## config.mk

```make
export PLATFORM = sky130hd
export DESIGN_NAME = uart_disk_responder
export DESIGN_NICKNAME = d
export VERILOG_FILES = /design/src/rtl/uart_disk_responder.sv
export SDC_FILE = /design/constraint.sdc
export NUM_CORES = 1
export LEC_CHECK = 0
export ABC_AREA = 1
export BUFFER_PORTS_ARGS = -buffer_cell sky130_fd_sc_hd__buf_4
export CORE_MARGIN = 3
export CORE_UTILIZATION = 54
export CTS_BUF_LIST = sky130_fd_sc_hd__clkbuf_16
export DETAILED_ROUTE_END_ITERATION = 8
export MAX_ROUTING_LAYER = met4
export PLACE_DENSITY = 0.81
export SLEW_MARGIN = 0
export SYNTH_ARGS = -nofsm -noshare
export SYNTH_HDL_FRONTEND = slang
export SYNTH_SLANG_ARGS = --single-unit
```

## constraint.sdc

```tcl
create_clock -name clk_CPU -period 2.25 [get_ports clk_CPU]
set_input_delay 0 -clock clk_CPU [delete_from_list [all_inputs] [get_ports clk_CPU]]
set_output_delay 0 -clock clk_CPU [all_outputs]
set_load 0.05 [all_outputs]
```

## src/rtl/uart_disk_responder.sv

```systemverilog
// Disk-side responder for the UART sector protocol: parses FF/flag/LSA headers,
// stores host-write sectors in block RAM and streams read sectors out. Optional macro: RX_TIMEOUT_EN.
module uart_disk_responder #(
    parameter int SECT_W         = 4,
    parameter int TIMEOUT_CYCLES = 1000000
) (
    input  logic              clk_CPU,
    input  logic              rst,
    input  logic              rx_valid,
    input  logic [7:0]        rx_byte,
    output logic              tx_start,
    output logic [7:0]        tx_byte,
    input  logic              tx_done,
    output logic [SECT_W+8:0] mem_addr,
    output logic              mem_we,
    output logic [7:0]        mem_wdata,
    input  logic [7:0]        mem_rdata,
    output logic              busy,
    output logic [15:0]       last_lsa,
    output logic [15:0]       sect_wr_cnt,
    output logic [7:0]        err_cnt
);

    typedef enum logic [2:0] {
        S_IDLE, S_FLAG, S_LSA0, S_LSA1, S_RECV, S_SEND_RD, S_SEND_LD, S_SEND_TX
    } state_t;

    state_t             state_q, state_d;
    logic               op_wr_q, op_wr_d;
    logic [15:0]        lsa_q, lsa_d;
    logic [8:0]         offset_q, offset_d;
    logic [SECT_W+8:0]  mem_addr_q, mem_addr_d;
    logic               mem_we_q, mem_we_d;
    logic [7:0]         mem_wdata_q, mem_wdata_d;
    logic               tx_start_q, tx_start_d;
    logic [7:0]         tx_byte_q, tx_byte_d;
    logic               busy_q, busy_d;
    logic [15:0]        last_lsa_q, last_lsa_d;
    logic [15:0]        sect_wr_cnt_q, sect_wr_cnt_d;
    logic [7:0]         err_cnt_q, err_cnt_d;
    logic               err_inc;
`ifdef RX_TIMEOUT_EN
    logic [31:0]        tmo_q, tmo_d;
`endif

    always_comb begin
        state_d       = state_q;
        op_wr_d       = op_wr_q;
        lsa_d         = lsa_q;
        offset_d      = offset_q;
        mem_addr_d    = mem_addr_q;
        mem_we_d      = 1'b0;
        mem_wdata_d   = mem_wdata_q;
        tx_start_d    = 1'b0;
        tx_byte_d     = tx_byte_q;
        last_lsa_d    = last_lsa_q;
        sect_wr_cnt_d = sect_wr_cnt_q;
        err_inc       = 1'b0;

        case (state_q)
            S_IDLE: begin
                if (rx_valid && rx_byte == 8'hFF) state_d = S_FLAG;
            end
            S_FLAG: begin
                if (rx_valid) begin
                    if (rx_byte == 8'h00) begin
                        op_wr_d = 1'b0;
                        state_d = S_LSA0;
                    end else if (rx_byte == 8'h01) begin
                        op_wr_d = 1'b1;
                        state_d = S_LSA0;
                    end else begin
                        err_inc = 1'b1;
                        state_d = S_IDLE;
                    end
                end
            end
            S_LSA0: begin
                if (rx_valid) begin
                    lsa_d[7:0] = rx_byte;
                    state_d    = S_LSA1;
                end
            end
            S_LSA1: begin
                if (rx_valid) begin
                    lsa_d[15:8] = rx_byte;
                    last_lsa_d  = {rx_byte, lsa_q[7:0]};
                    offset_d    = 9'd0;
                    if (op_wr_q) begin
                        state_d = S_RECV;
                    end else begin
                        // Address is presented on entry to SEND_RD so the RAM data is ready in SEND_LD.
                        mem_addr_d = {lsa_q[SECT_W-1:0], 9'd0};
                        state_d    = S_SEND_RD;
                    end
                end
            end
            S_RECV: begin
                // Leave only once the final byte's write strobe is on the bus.
                if (mem_we_q && mem_addr_q[8:0] == 9'h1FF) begin
                    sect_wr_cnt_d = sect_wr_cnt_q + 16'd1;
                    state_d       = S_IDLE;
                end else if (rx_valid) begin
                    mem_we_d    = 1'b1;
                    mem_wdata_d = rx_byte;
                    mem_addr_d  = {lsa_q[SECT_W-1:0], offset_q};
                    offset_d    = offset_q + 9'd1;
                end
            end
            S_SEND_RD: begin
                state_d = S_SEND_LD;
            end
            S_SEND_LD: begin
                tx_byte_d  = mem_rdata;
                tx_start_d = 1'b1;
                state_d    = S_SEND_TX;
            end
            S_SEND_TX: begin
                if (tx_done) begin
                    if (offset_q == 9'h1FF) begin
                        state_d = S_IDLE;
                    end else begin
                        offset_d   = offset_q + 9'd1;
                        mem_addr_d = {lsa_q[SECT_W-1:0], offset_q + 9'd1};
                        state_d    = S_SEND_RD;
                    end
                end
            end
            default: state_d = S_IDLE;
        endcase

`ifdef RX_TIMEOUT_EN
        tmo_d = tmo_q;
        if (rx_valid || state_d != state_q) begin
            tmo_d = 32'd0;
        end else if (state_q == S_FLAG || state_q == S_LSA0 ||
                     state_q == S_LSA1 || state_q == S_RECV) begin
            if (tmo_q == 32'(TIMEOUT_CYCLES - 1)) begin
                tmo_d   = 32'd0;
                err_inc = 1'b1;
                state_d = S_IDLE;
            end else begin
                tmo_d = tmo_q + 32'd1;
            end
        end
`endif

        err_cnt_d = err_cnt_q;
        if (err_inc && err_cnt_q != 8'hFF) err_cnt_d = err_cnt_q + 8'd1;
        busy_d = (state_d != S_IDLE);
    end

    always_ff @(posedge clk_CPU) begin
        if (rst) begin
            state_q       <= S_IDLE;
            op_wr_q       <= 1'b0;
            lsa_q         <= '0;
            offset_q      <= '0;
            mem_addr_q    <= '0;
            mem_we_q      <= 1'b0;
            mem_wdata_q   <= '0;
            tx_start_q    <= 1'b0;
            tx_byte_q     <= '0;
            busy_q        <= 1'b0;
            last_lsa_q    <= '0;
            sect_wr_cnt_q <= '0;
            err_cnt_q     <= '0;
`ifdef RX_TIMEOUT_EN
            tmo_q         <= '0;
`endif
        end else begin
            state_q       <= state_d;
            op_wr_q       <= op_wr_d;
            lsa_q         <= lsa_d;
            offset_q      <= offset_d;
            mem_addr_q    <= mem_addr_d;
            mem_we_q      <= mem_we_d;
            mem_wdata_q   <= mem_wdata_d;
            tx_start_q    <= tx_start_d;
            tx_byte_q     <= tx_byte_d;
            busy_q        <= busy_d;
            last_lsa_q    <= last_lsa_d;
            sect_wr_cnt_q <= sect_wr_cnt_d;
            err_cnt_q     <= err_cnt_d;
`ifdef RX_TIMEOUT_EN
            tmo_q         <= tmo_d;
`endif
        end
    end

    assign tx_start    = tx_start_q;
    assign tx_byte     = tx_byte_q;
    assign mem_addr    = mem_addr_q;
    assign mem_we      = mem_we_q;
    assign mem_wdata   = mem_wdata_q;
    assign busy        = busy_q;
    assign last_lsa    = last_lsa_q;
    assign sect_wr_cnt = sect_wr_cnt_q;
    assign err_cnt     = err_cnt_q;

endmodule

```

==> key figures <==
Die
  • Ports: 92
  • Initial core utilization: 57.6%
  • Die area: 0.00909 mm²
  • Core Area: 0.00749 mm²
  • Rows: 31
  • Die H: 95.3 µm
  • DIE WIDTH: 95.3 µm

Route
  • Vias/cell: 5.26
  • DRC violations left: 0
  • WL/cell: 13.4 µm
  • WL final: 11,400 µm
  • DR pass1 iterations: 6
  • DR iter-0 viols: 224
  • Total number of vias: 4,449
  • Antenna Nets Post-Route: 0

STA
  • Max-slew violations: 0
  • Max Clk Rate: 479 MHz
  • Period minus WS final: 2.09 ns
  • Setup Viol. Count Final: 0
  • Worst clock skew: 0.0102 ns
  • Max-slew headroom at the worst pin: 59.5%
  • Fin crit share: 92.8%
  • Final hold vios: 0
  • Tightest Pin Transition: 0.607 ns

CTS
  • Htree depth: 3
  • Clk Latency, worst-skew pair: 0.34 ns
  • Clock Pin Slew Worst Setup and Hold Paths: 0.06 ns
  • Clk buf depth: 2
  • # clock sinks: 93
  • CTS Root Cell: clkbuf_16
  • Cts bufs inserted: 9
  • CTS tree: done

Logic synthesis
  • Post-Synthesis Cell Area: 0.00431 mm²
  • Synth Area in Simple Gates: 32.8%
  • Post-synthesis mux area share: 0%
  • XOR/XNOR Fraction of Synth Area: 3.05%
  • Yosys warnings: 0
  • Post-synth top area cell: dfxtp_1
  • Area share of the largest cell type after synthesis: 43.2%
  • Ranking of synthesized cells by area: dfxtp_1 (43%), nand2_1 (14%), nor2_1 (9.0%)
  • Main combinational cell family by area after synthesis: simple AND/OR/NAND/NOR gates
  • Seq/Total Area, Yosys: 43.2%
  • Compound-Gate Fraction of Synth Area: 11.7%
  • Post-synthesis cell type count: 28
  • Mapped Nets: 655
  • Synth Area per Inst: 6.83 µm²
  • Gate Count Post-Synth: 631
  • Seq cells post-synth: 93
  • Synth Area in Adders: 1.16%

Worst setup path
  • Worst-path fanout max: 4
  • Worst EP arrival: 2.29 ns
  • Top Family by Delay on Critical Path: simple AND/OR/NAND/NOR gates
  • Setup crit end kind: register
  • Critical path's slowest cell: dfxtp_1
  • Setup crit start kind: register
  • Slowest Stage Delay on Critical Path: 0.38 ns
  • CP dominant cell by count: nand3_1
  • Crit-path cells: ha_1 -> nand3_1 -> nor2_1 -> nand3_1 -> nor2_1 -> ha_1 -> inv_1 -> o21ai_2 -> nand2_1 -> buf_4 -> nand3_1 -> a21oi_1
  • Worst Path Buf+Inv: 2
  • Critical Path RT: 2.45 ns
  • Critical path class: reg -> reg

Power
  • VDD IR-drop max: 0.471 mV
  • Power Density: 581 mW/mm²
  • Static leakage: 2.45 nW

Global routing
  • Initial antenna violation count: 0
  • Gr busiest metal: met2
  • Met3 Use GR: 3.55%
  • Met2 usage: 43.7%
  • Overflow after GRT: 0
  • Largest net degree at the start of global routing: 50
  • Met1 usage: 34.1%
  • GRT Util Overall: 26.8%
  • Global-route wire length before repair: 19,000 µm
  • Vias in the first global route: 4,149

Finish
  • Synthesis-to-finish area growth: 30.5%
  • Layout Cells excl Fill: 846
  • Commonest non-fill, non-tap cells in the layout: nand2_1 (158), nor2_1 (103), buf_4 (101), dfxtp_1 (93), inv_1 (60)
  • Most common cell after layout, fill and taps aside: nand2_1
  • Final instance area: 0.00562 mm²
  • Ant diodes: 0
  • Nets: 766
  • Post-layout util: 75.1%
  • Layout cells sized above 1: 18.2%

Place
  • Final GP Congestion: 0.856
  • Hpwl dp: 7650 µm
  • PortBufs: 91
  • Placed Area: 0.00508 mm²
  • Placed cells: 809

Status
  • Status: complete, no violations

Min path
  • Hold WC Path Type: in -> reg

Run
  • Max-Cap Viols: 0
worst register-to-register path, stage by stage, from the launching register on:
cell     delay (ns)
dfxtp_1        0.38
ha_1           0.20
nand3_1        0.13
nor2_1         0.15
nand3_1        0.10
nor2_1         0.12
ha_1           0.16
inv_1          0.06
o21ai_2        0.18
nand2_1        0.16
buf_4          0.17
nand3_1        0.08
a21oi_1        0.06
synth_stat cells, drive strengths merged:
master and n:
a21oi 55, a22o 2, buf 10, clkbuf 11
clkinv 2, dfxtp 93, ha 4, inv 64
nand2 163, nand3 37, nand3b 5, nand4 9
nor2 107, nor3 12, nor3b 1, o21a 1
o21ai 38, o22ai 2, xnor2 3, xor2 12
stage by stage:
stage | TNS (ns) | worst slack, ns | total power, mW | hold slack [ns]
2_1_floorplan | 0 | 0.392 | 1.71 | 0.103
5_1_grt | -0.0447 | -0.0184 | 3.35 | 0.0968
6_report | 0 | 0.163 | 3.26 | 0.0574
4_1_cts | 0 | 0.00537 | 3.28 | 0.0478
3_3_place_gp | 0 | 0.130 | 1.75 | 0.221
3_5_place_dp | 0 | 0.0134 | 1.76 | 0.231
power by group:
group	leakage, nW	total (mW)	switching, mW	internal, mW
clock	0.145	1.52	0.655	0.867
sequential	0.749	1.65	0.0000578	1.65
combinational	1.56	0.0975	0.0524	0.0450
total	2.45	3.26	0.707	2.56
sequential cells by signal (all words and copies together) (netlist names):
register     count
lsa_q            8
mem_addr        13
mem_wdata        8
mem_we           1
op_wr_q          1
last_lsa        16
busy             1
tx_start         1
state_q          3
sect_wr_cnt     16
err_cnt          8
offset_q         9
tx_byte          8
cell type report:
class	instances	area, µm²
clock inverters	7	75.1
flip-flops and latches	93	1860
multi-input cells	454	2150
fillers	600	1860
well taps	99	124
repair buffers	118	938
clock buffers	9	225
inverters	66	248
final timing paths:
kind | end | slack (ns) | startpoint | cells past startpoint
worst max-delay path | offset_q[5]$_SDFFE_PP0P_ | 0.16 | offset_q[0]$_SDFFE_PP0P_ | 12
worst min-delay path | op_wr_q$_SDFFE_PP0P_ | 0.06 | rx_valid | 3
worst max register to register | offset_q[5]$_SDFFE_PP0P_ | 0.16 | offset_q[0]$_SDFFE_PP0P_ | 12
worst min register to register | last_lsa[8]$_SDFFE_PP0P_ | 0.47 | last_lsa[8]$_SDFFE_PP0P_ | 2
cells by family after synthesis:
family	after synthesis
flip-flops	93
adder cells (fa/ha/maj)	4
AND/OR/NAND/NOR	334
AO/OA/AOI/OAI	98
XOR/XNOR	15
buffers and inverters	87
layer usage:
layer,part of all wire [%],up-vias,wire (µm)
met2,48,159,5480
met5,0,-,0
met1,44,2026,5030
met3,5.9,19,667
li1,-,2245,-
met4,1.8,0,205
repair_timing:
action,CTS,global route
cloned,1,2
pin swaps,0,2
hold buffers,16,0
setup buffers,0,2
endpoints found under the hold margin,29,0
setup endpoints to repair,3,22
gates resized for setup,1,5
Power figures use the tool's default switching activity.
